### src/rtl/adder_defs.sv
// adder_defs: mode encoding and slice-width helpers shared by the pipelined adder.
package adder_defs;

    typedef enum logic {
        MODE_ADD = 1'b0,
        MODE_SUB = 1'b1
    } mode_e;

    function automatic int slice_width(input int width, input int stages);
        return width / stages;
    endfunction

    function automatic bit slicing_ok(input int width, input int stages);
        return stages >= 1 && stages <= width && width % stages == 0;
    endfunction

endpackage

### src/rtl/adder_slice.sv
// adder_slice: one carry-chain slice plus its pipeline register; operands and
// the partial result ride along so later slices can finish the add.
module adder_slice
    import adder_defs::*;
#(
    parameter int WIDTH  = 8,
    parameter int STAGES = 2,
    parameter int K      = 0
) (
    input  logic             clk,
    input  logic             rst,
    input  logic             i_en,
    input  logic             i_valid,
    input  logic [WIDTH-1:0] i_a,
    input  logic [WIDTH-1:0] i_bb,
    input  logic [WIDTH-1:0] i_r,
    input  logic             i_c,
    input  logic             i_sub,
    output logic             o_valid,
    output logic [WIDTH-1:0] o_a,
    output logic [WIDTH-1:0] o_bb,
    output logic [WIDTH-1:0] o_r,
    output logic             o_c,
    output logic             o_sub
);

    localparam int W = slice_width(WIDTH, STAGES);

    logic [W:0]       w_add;
    logic [WIDTH-1:0] w_r;
    logic             r_valid;
    logic [WIDTH-1:0] r_a;
    logic [WIDTH-1:0] r_bb;
    logic [WIDTH-1:0] r_r;
    logic             r_c;
    logic             r_sub;

    assign w_add = {1'b0, i_a[K*W +: W]} + {1'b0, i_bb[K*W +: W]} + {{W{1'b0}}, i_c};

    always_comb begin
        w_r = i_r;
        w_r[K*W +: W] = w_add[W-1:0];
    end

    always_ff @(posedge clk or posedge rst) begin
        if (rst) begin
            r_valid <= 1'b0;
            r_a     <= '0;
            r_bb    <= '0;
            r_r     <= '0;
            r_c     <= 1'b0;
            r_sub   <= 1'b0;
        end else if (i_en) begin
            r_valid <= i_valid;
            r_a     <= i_a;
            r_bb    <= i_bb;
            r_r     <= w_r;
            r_c     <= w_add[W];
            r_sub   <= i_sub;
        end
    end

    assign o_valid = r_valid;
    assign o_a     = r_a;
    assign o_bb    = r_bb;
    assign o_r     = r_r;
    assign o_c     = r_c;
    assign o_sub   = r_sub;

endmodule

### src/rtl/pipelined_adder.sv
// pipelined_adder: STAGES-deep sliced add/subtract with valid/ready flow control,
// optional unsigned saturation and signed-overflow flag.
module pipelined_adder
    import adder_defs::*;
#(
    parameter int WIDTH  = 8,
    parameter int STAGES = 2,
    parameter bit SAT    = 1'b0
) (
    input  logic             clk,
    input  logic             rst,
    input  logic             in_valid,
    output logic             in_ready,
    input  logic [WIDTH-1:0] a,
    input  logic [WIDTH-1:0] b,
    input  logic             cin,
    input  logic             sub,
    output logic             out_valid,
    input  logic             out_ready,
    output logic [WIDTH:0]   sum,
    output logic             ovf
);

    localparam int MSB = WIDTH - 1;

    if (!slicing_ok(WIDTH, STAGES)) begin : g_bad_slicing
        $error("pipelined_adder: need 1 <= STAGES <= WIDTH and WIDTH %% STAGES == 0");
    end

    logic             w_adv;
    logic             w_v   [0:STAGES];
    logic [WIDTH-1:0] w_a   [0:STAGES];
    logic [WIDTH-1:0] w_bb  [0:STAGES];
    logic [WIDTH-1:0] w_r   [0:STAGES];
    logic             w_c   [0:STAGES];
    logic             w_s   [0:STAGES];
    logic             w_hi;
    logic             w_lo;
    logic             w_unused;

    // The whole pipe moves as one; bubbles are kept, never collapsed.
    assign w_adv    = !out_valid || out_ready;
    assign in_ready = w_adv;

    assign w_v[0]  = in_valid;
    assign w_a[0]  = a;
    assign w_bb[0] = (sub == MODE_SUB) ? ~b : b;
    assign w_r[0]  = '0;
    assign w_c[0]  = (sub == MODE_SUB) ? 1'b1 : cin;
    assign w_s[0]  = sub;

    for (genvar k = 0; k < STAGES; k++) begin : g_slice
        adder_slice #(
            .WIDTH (WIDTH),
            .STAGES(STAGES),
            .K     (k)
        ) u_slice (
            .clk    (clk),
            .rst    (rst),
            .i_en   (w_adv),
            .i_valid(w_v[k]),
            .i_a    (w_a[k]),
            .i_bb   (w_bb[k]),
            .i_r    (w_r[k]),
            .i_c    (w_c[k]),
            .i_sub  (w_s[k]),
            .o_valid(w_v[k+1]),
            .o_a    (w_a[k+1]),
            .o_bb   (w_bb[k+1]),
            .o_r    (w_r[k+1]),
            .o_c    (w_c[k+1]),
            .o_sub  (w_s[k+1])
        );
    end

    // Saturation only clamps the result field; carry and ovf stay raw.
    assign w_hi = SAT && (w_s[STAGES] == MODE_ADD) && w_c[STAGES];
    assign w_lo = SAT && (w_s[STAGES] == MODE_SUB) && !w_c[STAGES];

    assign out_valid = w_v[STAGES];
    assign sum       = {w_c[STAGES], w_hi ? {WIDTH{1'b1}} : w_lo ? {WIDTH{1'b0}} : w_r[STAGES]};
    assign ovf       = (w_a[STAGES][MSB] == w_bb[STAGES][MSB]) && (w_r[STAGES][MSB] != w_a[STAGES][MSB]);

    assign w_unused = ^{w_a[STAGES], w_bb[STAGES]};

endmodule

### config.mk
export PLATFORM = sky130hd
export DESIGN_NAME = pipelined_adder
export DESIGN_NICKNAME = d
export VERILOG_FILES = /design/src/rtl/adder_defs.sv /design/src/rtl/adder_slice.sv /design/src/rtl/pipelined_adder.sv
export SDC_FILE = /design/constraint.sdc
export NUM_CORES = 1
export LEC_CHECK = 0
export ABC_AREA = 1
export BUFFER_PORTS_ARGS = -buffer_cell sky130_fd_sc_hd__clkbuf_2
export CORE_AREA = 2 2 79 62
export DETAILED_ROUTE_END_ITERATION = 10
export DIE_AREA = 0 0 81 64
export PLACE_DENSITY = 0.78
export SYNTH_ARGS = -nofsm -noshare
export SYNTH_HDL_FRONTEND = slang
export SYNTH_HIERARCHICAL = 1
export SYNTH_SLANG_ARGS = --single-unit
### constraint.sdc
create_clock -name clk -period 1.7 [get_ports clk]
set_input_delay 0.17 -clock clk [delete_from_list [all_inputs] [get_ports clk]]
set_output_delay 0.17 -clock clk [all_outputs]
set_load 0.02 [all_outputs]
==> flow_summary_export.csv, run 1 <==
group,metric,value,unit
outcome,status,"complete, no violations",
power_and_ir_drop,cellPowerDensity,1300,mW/mm2
power_and_ir_drop,p_leak,0.000976,uW
timing,clock_skew,4.45,ps
timing,final_max_slew_viol_count,0,
clock_tree,clkLatencyLatePin,270,ps
min_path,hp-class,"primary input to flop",
timing,finalCritPeriodShare,0.930,
floorplan,start_util,0.332,
grt,grt_usage,0.119,
clock_tree,cts_buffer_depth,2,
clock_tree,postCtsSetupBuffers,0,
critical_path,crit_path_start_kind,"flop",
detailed_routing,dr.pass1.iters,4,
floorplan,io_pins,34,
layout,fin_nets,243,
critical_path,worst_path_most_repeated_cell,"fa_1",
synthesis,syn_area,0.00145,mm2
clock_tree,cts.htree.levels,1,
synthesis,synthesis.nets,213,
timing,rsz0062_at_grt,"false",
critical_path,critPathMaxStageDelay,460,ps
floorplan,die_w,81,um
clock_tree,clk_transition_reported_paths,90,ps
critical_path,cp.required,1900,ps
detailed_routing,drtIter0Drc,36,
run,drv_cap,0,
detailed_routing,wl,2730,um
critical_path,critPathKind,"flop to flop",
timing,worstMarginPinSlew,526,ps
clock_tree,cts-root-buf,"clkbuf_8",
power_and_ir_drop,ir_drop,403,uV
detailed_routing,vias_per_cell,4.19,
detailed_routing,vias,1120,
layout,drive_above_1_share,0.200,
clock_tree,cts_sinks,26,
clock_tree,hold_buffers,1,
floorplan,die_area,0.00518,mm2
layout,antennaDiodeCount,0,
critical_path,critPathCaptureType,"flop",
grt,grt-ovfl-total,0,
critical_path,crit_arrival,1780,ps
floorplan,rows,21,
grt,antenna_found_initial,0,
placed_design,io_buffer_count,33,
clock_tree,numCtsBuffers,3,
timing,setup_tns,0,ps
timing,hold_slack,89.2,ps
grt,grt_pass1_vias,1108,
critical_path,crit_chain,"fa_1 -> inv_1 -> fa_1 -> o21ai_1",
layout,area_growth,18.7,%
clock_tree,cts_resized,0,
grt,grt_first_pass_wirelength,4750,um
placed_design,routabilityCongestion,0.840,
synthesis,yosysWarnings,6,
critical_path,cp_slowest_cell,"fa_1",
detailed_routing,wl_per_cell,10.2,um
grt,grt_max_degree,17,
synthesis,synthCells,181,
timing,maxSlewHeadroom,0.649,
detailed_routing,ant_nets,0,
timing,hold_violations,0,
placed_design,dpl.hpwl,2230,um
detailed_routing,remaining_drc_errors,0,
critical_path,cp_max_fo,3,
timing,setup_violations,0,
floorplan,core_area,0.00436,mm2
clock_tree,cts_tree,"built",
timing,fmax,632,MHz
synthesis,syn_avg_cell_area,8.00,um2
timing,finalCriticalPeriod,1580,ps
floorplan,die_height,64,um
[cell usage in the layout (no fill, tap or decap), types with 6 or more instances in the layout]
| master | count |
|---|---|
| nand2_1 | 75 |
| ha_1 | 6 |
| nor2_1 | 9 |
| clkbuf_2 | 33 |
| xor2_1 | 10 |
| nand3_1 | 8 |
| dfrtp_1 | 26 |
| inv_1 | 18 |
[flip-flops by register name, summed over array words and instances, names as in the netlist]
register,count
g_slice.u_slice/o_bb,5
g_slice.u_slice/o_valid,2
g_slice.u_slice/o_r,12
g_slice.u_slice/o_c,2
g_slice.u_slice/o_a,5
[metal layers]
layer,global-route usage,vias to the layer above,part of all wire
met5,0,-,0
met1,0.155,487,0.49
met2,0.183,32,0.42
li1,-,596,-
met4,0.0636,0,0.023
met3,0.0268,5,0.060
[path summary, 6_finish.rpt]
kind / to / startpoint / cells after the start / slack, ps
worst max-delay path: g_slice[1].u_slice/o_r[5] / g_slice[0].u_slice/o_a[4] / 4 / 120
worst min-delay path: g_slice[0].u_slice/o_valid / in_valid / 3 / 90
worst max register to register: g_slice[1].u_slice/o_r[5] / g_slice[0].u_slice/o_a[4] / 4 / 120
max in group asynchronous: g_slice[0].u_slice/o_bb[4] / rst / 3 / 890
min in group asynchronous: g_slice[1].u_slice/o_c / rst / 3 / 430
worst min register to register: g_slice[0].u_slice/o_valid / g_slice[0].u_slice/o_valid / 2 / 480
[area by class of cell]
type	instances	area, um2
clock buffer	3	41.3
sequential	26	651
inverter	20	75.1
tap	57	71.3
multi-input combinational	123	654
fill	464	2640
timing repair buffer	37	198
clock inverter	1	30.0
[where the power goes]
group | internal [uW] | switching, uW | leakage, uW | total [uW]
sequential | 801 | 121 | 0.000310 | 921
clock | 315 | 193 | 0.0000357 | 508
combinational | 302 | 509 | 0.000631 | 811
[worst max-delay path, delay by kind of cell (launching register included)]
| family | cells | cell delay [ps] |
|---|---|---|
| AOI/OAI and AO/OA | 1 | 130 |
| buffers and inverters | 1 | 90 |
| DFF | 1 | 410 |
| adders and majority gates | 2 | 870 |
[per-stage QoR]
step	worst slack [ps]	instance area (um2)	cells	power (uW)	util
finish	119	1720	267	2240	0.394
global route	50.2	1720	267	2430	0.394
CTS	109	1720	267	2280	0.394
detailed placement	27.3	1640	262	1760	0.376
global placement	80.9	1640	262	1720	0.376
floorplan	116	1450	181	1520	-
No activity file was read; power rests on OpenSTA's default activity.
==> run 2: changes to the inputs <==
- CORE_AREA: 2 2 79 62 -> 2 2 77 61
- CTS_BUF_LIST: not set -> sky130_fd_sc_hd__clkbuf_2
- DIE_AREA: 0 0 81 64 -> 0 0 79 63
- PLACE_DENSITY: 0.78 -> 0.81
==> run 2 against run 1 <==
Effect of this change:
- register-to-register slack gained 70 ps
- combinational power grew 3.2%
- largest power group unchanged
- non-clock buffer count grew 6
- hold slack lost 76 ps
- largest cell class unchanged
- critical path type unchanged
- fmax grew 4.8%
==> flow_summary_export.csv, run 2 (synthesis results as in run 1) <==
group,metric,value,unit
outcome,status,"complete, no violations",
placed_design,routabilityCongestion,0.841,
timing,hold_violations,0,
grt,grt-ovfl-total,0,
power_and_ir_drop,p_seq_frac,0.432,
detailed_routing,drtIter0Drc,58,
placed_design,placed_cells,263,
clock_tree,clk_transition_reported_paths,240,ps
grt,grt_usage,0.126,
floorplan,die_area,0.00498,mm2
detailed_routing,wl_per_cell,10.2,um
power_and_ir_drop,p_comb_frac,0.389,
layout,multi_input_area,657,um2
grt,grt_first_pass_wirelength,4950,um
min_path,whs_endpoint,"g_slice[0].u_slice/o_a[4]",
clock_tree,cts.htree.levels,1,
power_and_ir_drop,p_sw_frac,0.384,
clock_tree,cts_sinks,26,
power_and_ir_drop,power.internal,1320,uW
timing,setup_violations,0,
grt,antenna_found_initial,0,
detailed_routing,vias_per_cell,4.31,
critical_path,cp.required,2020,ps
layout,fin_cells,273,
layout,mostFrequentLayoutCells,"nand2_1, clkbuf_2, dfrtp_1",
grt,grt_max_degree,17,
critical_path,reg2reg_to,"g_slice[1].u_slice/o_r[5]",
clock_tree,clkLatencyLatePin,360,ps
timing,hold_slack,13.4,ps
timing,maxSlewHeadroom,0.667,
critical_path,crit_path_start_kind,"flop",
min_path,hold_path_depth,3,
critical_path,critPathCaptureType,"flop",
run,drv_cap,0,
timing,rsz0062_at_grt,"false",
layout,antennaDiodeCount,0,
timing,worstMarginPinSlew,499,ps
layout,area_growth,20.9,%
critical_path,r2r-start,"g_slice[0].u_slice/o_a[4]",
critical_path,reg2reg_slack,190,ps
floorplan,core_area,0.00426,mm2
floorplan,start_util,0.340,
floorplan,io_pins,34,
floorplan,die_height,63,um
layout,ff_latch_area,651,um2
timing,finalCritPeriodShare,0.888,
critical_path,crit_arrival,1830,ps
power_and_ir_drop,p_leak,0.000992,uW
detailed_routing,vias,1176,
grt,grt_pass1_vias,1180,
clock_tree,numCtsBuffers,3,
floorplan,die_w,79,um
layout,fillers,439,
layout,fin_nets,249,
placed_design,dpl.hpwl,2200,um
power_and_ir_drop,p_switching,826,uW
clock_tree,cts-root-buf,"clkbuf_2",
timing,clock_skew,16.8,ps
layout,drive_above_1_share,0.208,
timing,final_max_slew_viol_count,0,
detailed_routing,ant_nets,0,
min_path,min_from,"a[4]",
placed_design,io_buffer_count,33,
power_and_ir_drop,ir_drop,402,uV
timing,fmax,662,MHz
critical_path,cp_max_fo,3,
detailed_routing,remaining_drc_errors,0,
min_path,hp-class,"primary input to flop",
timing,finalCriticalPeriod,1510,ps
timing,setup_tns,0,ps
power_and_ir_drop,clock_power_share,0.179,
critical_path,worst-r2r-cell-count,4,
clock_tree,cts_tree,"built",
detailed_routing,dr.pass1.iters,4,
floorplan,rows,21,
detailed_routing,wl,2790,um
power_and_ir_drop,cellPowerDensity,1230,mW/mm2
layout,layout_commonest_cell,"nand2_1",
critical_path,critPathKind,"flop to flop",
clock_tree,cts_buffer_depth,2,
layout,largest_reg_flops,12,
## run 2: cell types whose count changed in the layout (fill, tap and decap cells not counted)
| cell | before | now |
|---|---|---|
| dlygate4sd3_1 | 1 | 5 |
| clkbuf_2 | 33 | 36 |
| clkbuf_8 | 3 | 0 |
| buf_4 | 3 | 5 |
| fa_1 | 4 | 3 |
| fa_2 | 0 | 1 |
| o21ai_0 | 2 | 1 |
| o21ai_1 | 4 | 5 |
## run 2: area by class of cell
class                      instances  area share
tap                               57      0.0407
multi-input combinational        123       0.375
inverter                          20      0.0429
timing repair buffer              43       0.144
clock buffer                       3     0.00857
sequential                        26       0.371
clock inverter                     1      0.0171
## run 2: power by group through the flow
stage          Clock, uW  Sequential (uW)  Combinational [uW]
2_1_floorplan          0             1020                 496
3_3_place_gp           0              926                 799
3_5_place_dp           0              944                 826
4_1_cts              394              930                 837
5_1_grt              412              956                 961
6_report             384              928                 837
## run 2: how the worst max path moves through the flow
| stage | startpoint | depth (start not counted) | to | slack, ps |
|---|---|---|---|---|
| after floorplan | sub | 6 | g_slice[0].u_slice/o_r[1] | 120 |
| after global placement | sub | 6 | g_slice[0].u_slice/o_r[1] | 90 |
| after global routing | g_slice[0].u_slice/o_bb[4] | 6 | g_slice[1].u_slice/o_c | 50 |
| after detailed placement | sub | 8 | g_slice[0].u_slice/o_c | 50 |
| final | g_slice[0].u_slice/o_a[4] | 4 | g_slice[1].u_slice/o_r[5] | 190 |
| after CTS | g_slice[0].u_slice/o_a[4] | 4 | g_slice[1].u_slice/o_r[5] | 120 |
## run 2: what timing repair did
action                                  4_1_cts  5_1_grt
endpoints found under the setup margin        0        1
buffers inserted                              0        1
hold buffers                                  5        0
resized for setup                             0        2
endpoints found under the hold margin        30        0
## run 2: per-stage QoR
step / worst slack [ps] / util / total power [uW] / instance area, um2
CTS: 116 / 0.409 / 2160 / 1740
detailed placement: 49.8 / 0.387 / 1770 / 1650
global placement: 86.2 / 0.387 / 1730 / 1650
floorplan: 116 / - / 1520 / 1450
global route: 47.5 / 0.412 / 2330 / 1750
finish: 190 / 0.412 / 2150 / 1750
## run 2: critical path: stages (launching register included)
cell	delay, ps
dfrtp_1	460
fa_2	420
inv_1	80
fa_1	400
o21ai_1	130
## run 2: per-layer routing
metal,wire (um),vias up,GRT usage
met5,0,-,0
met1,1290,523,0.159
met3,198,6,0.0289
met2,1260,37,0.203
li1,-,610,-
met4,46,0,0.0625
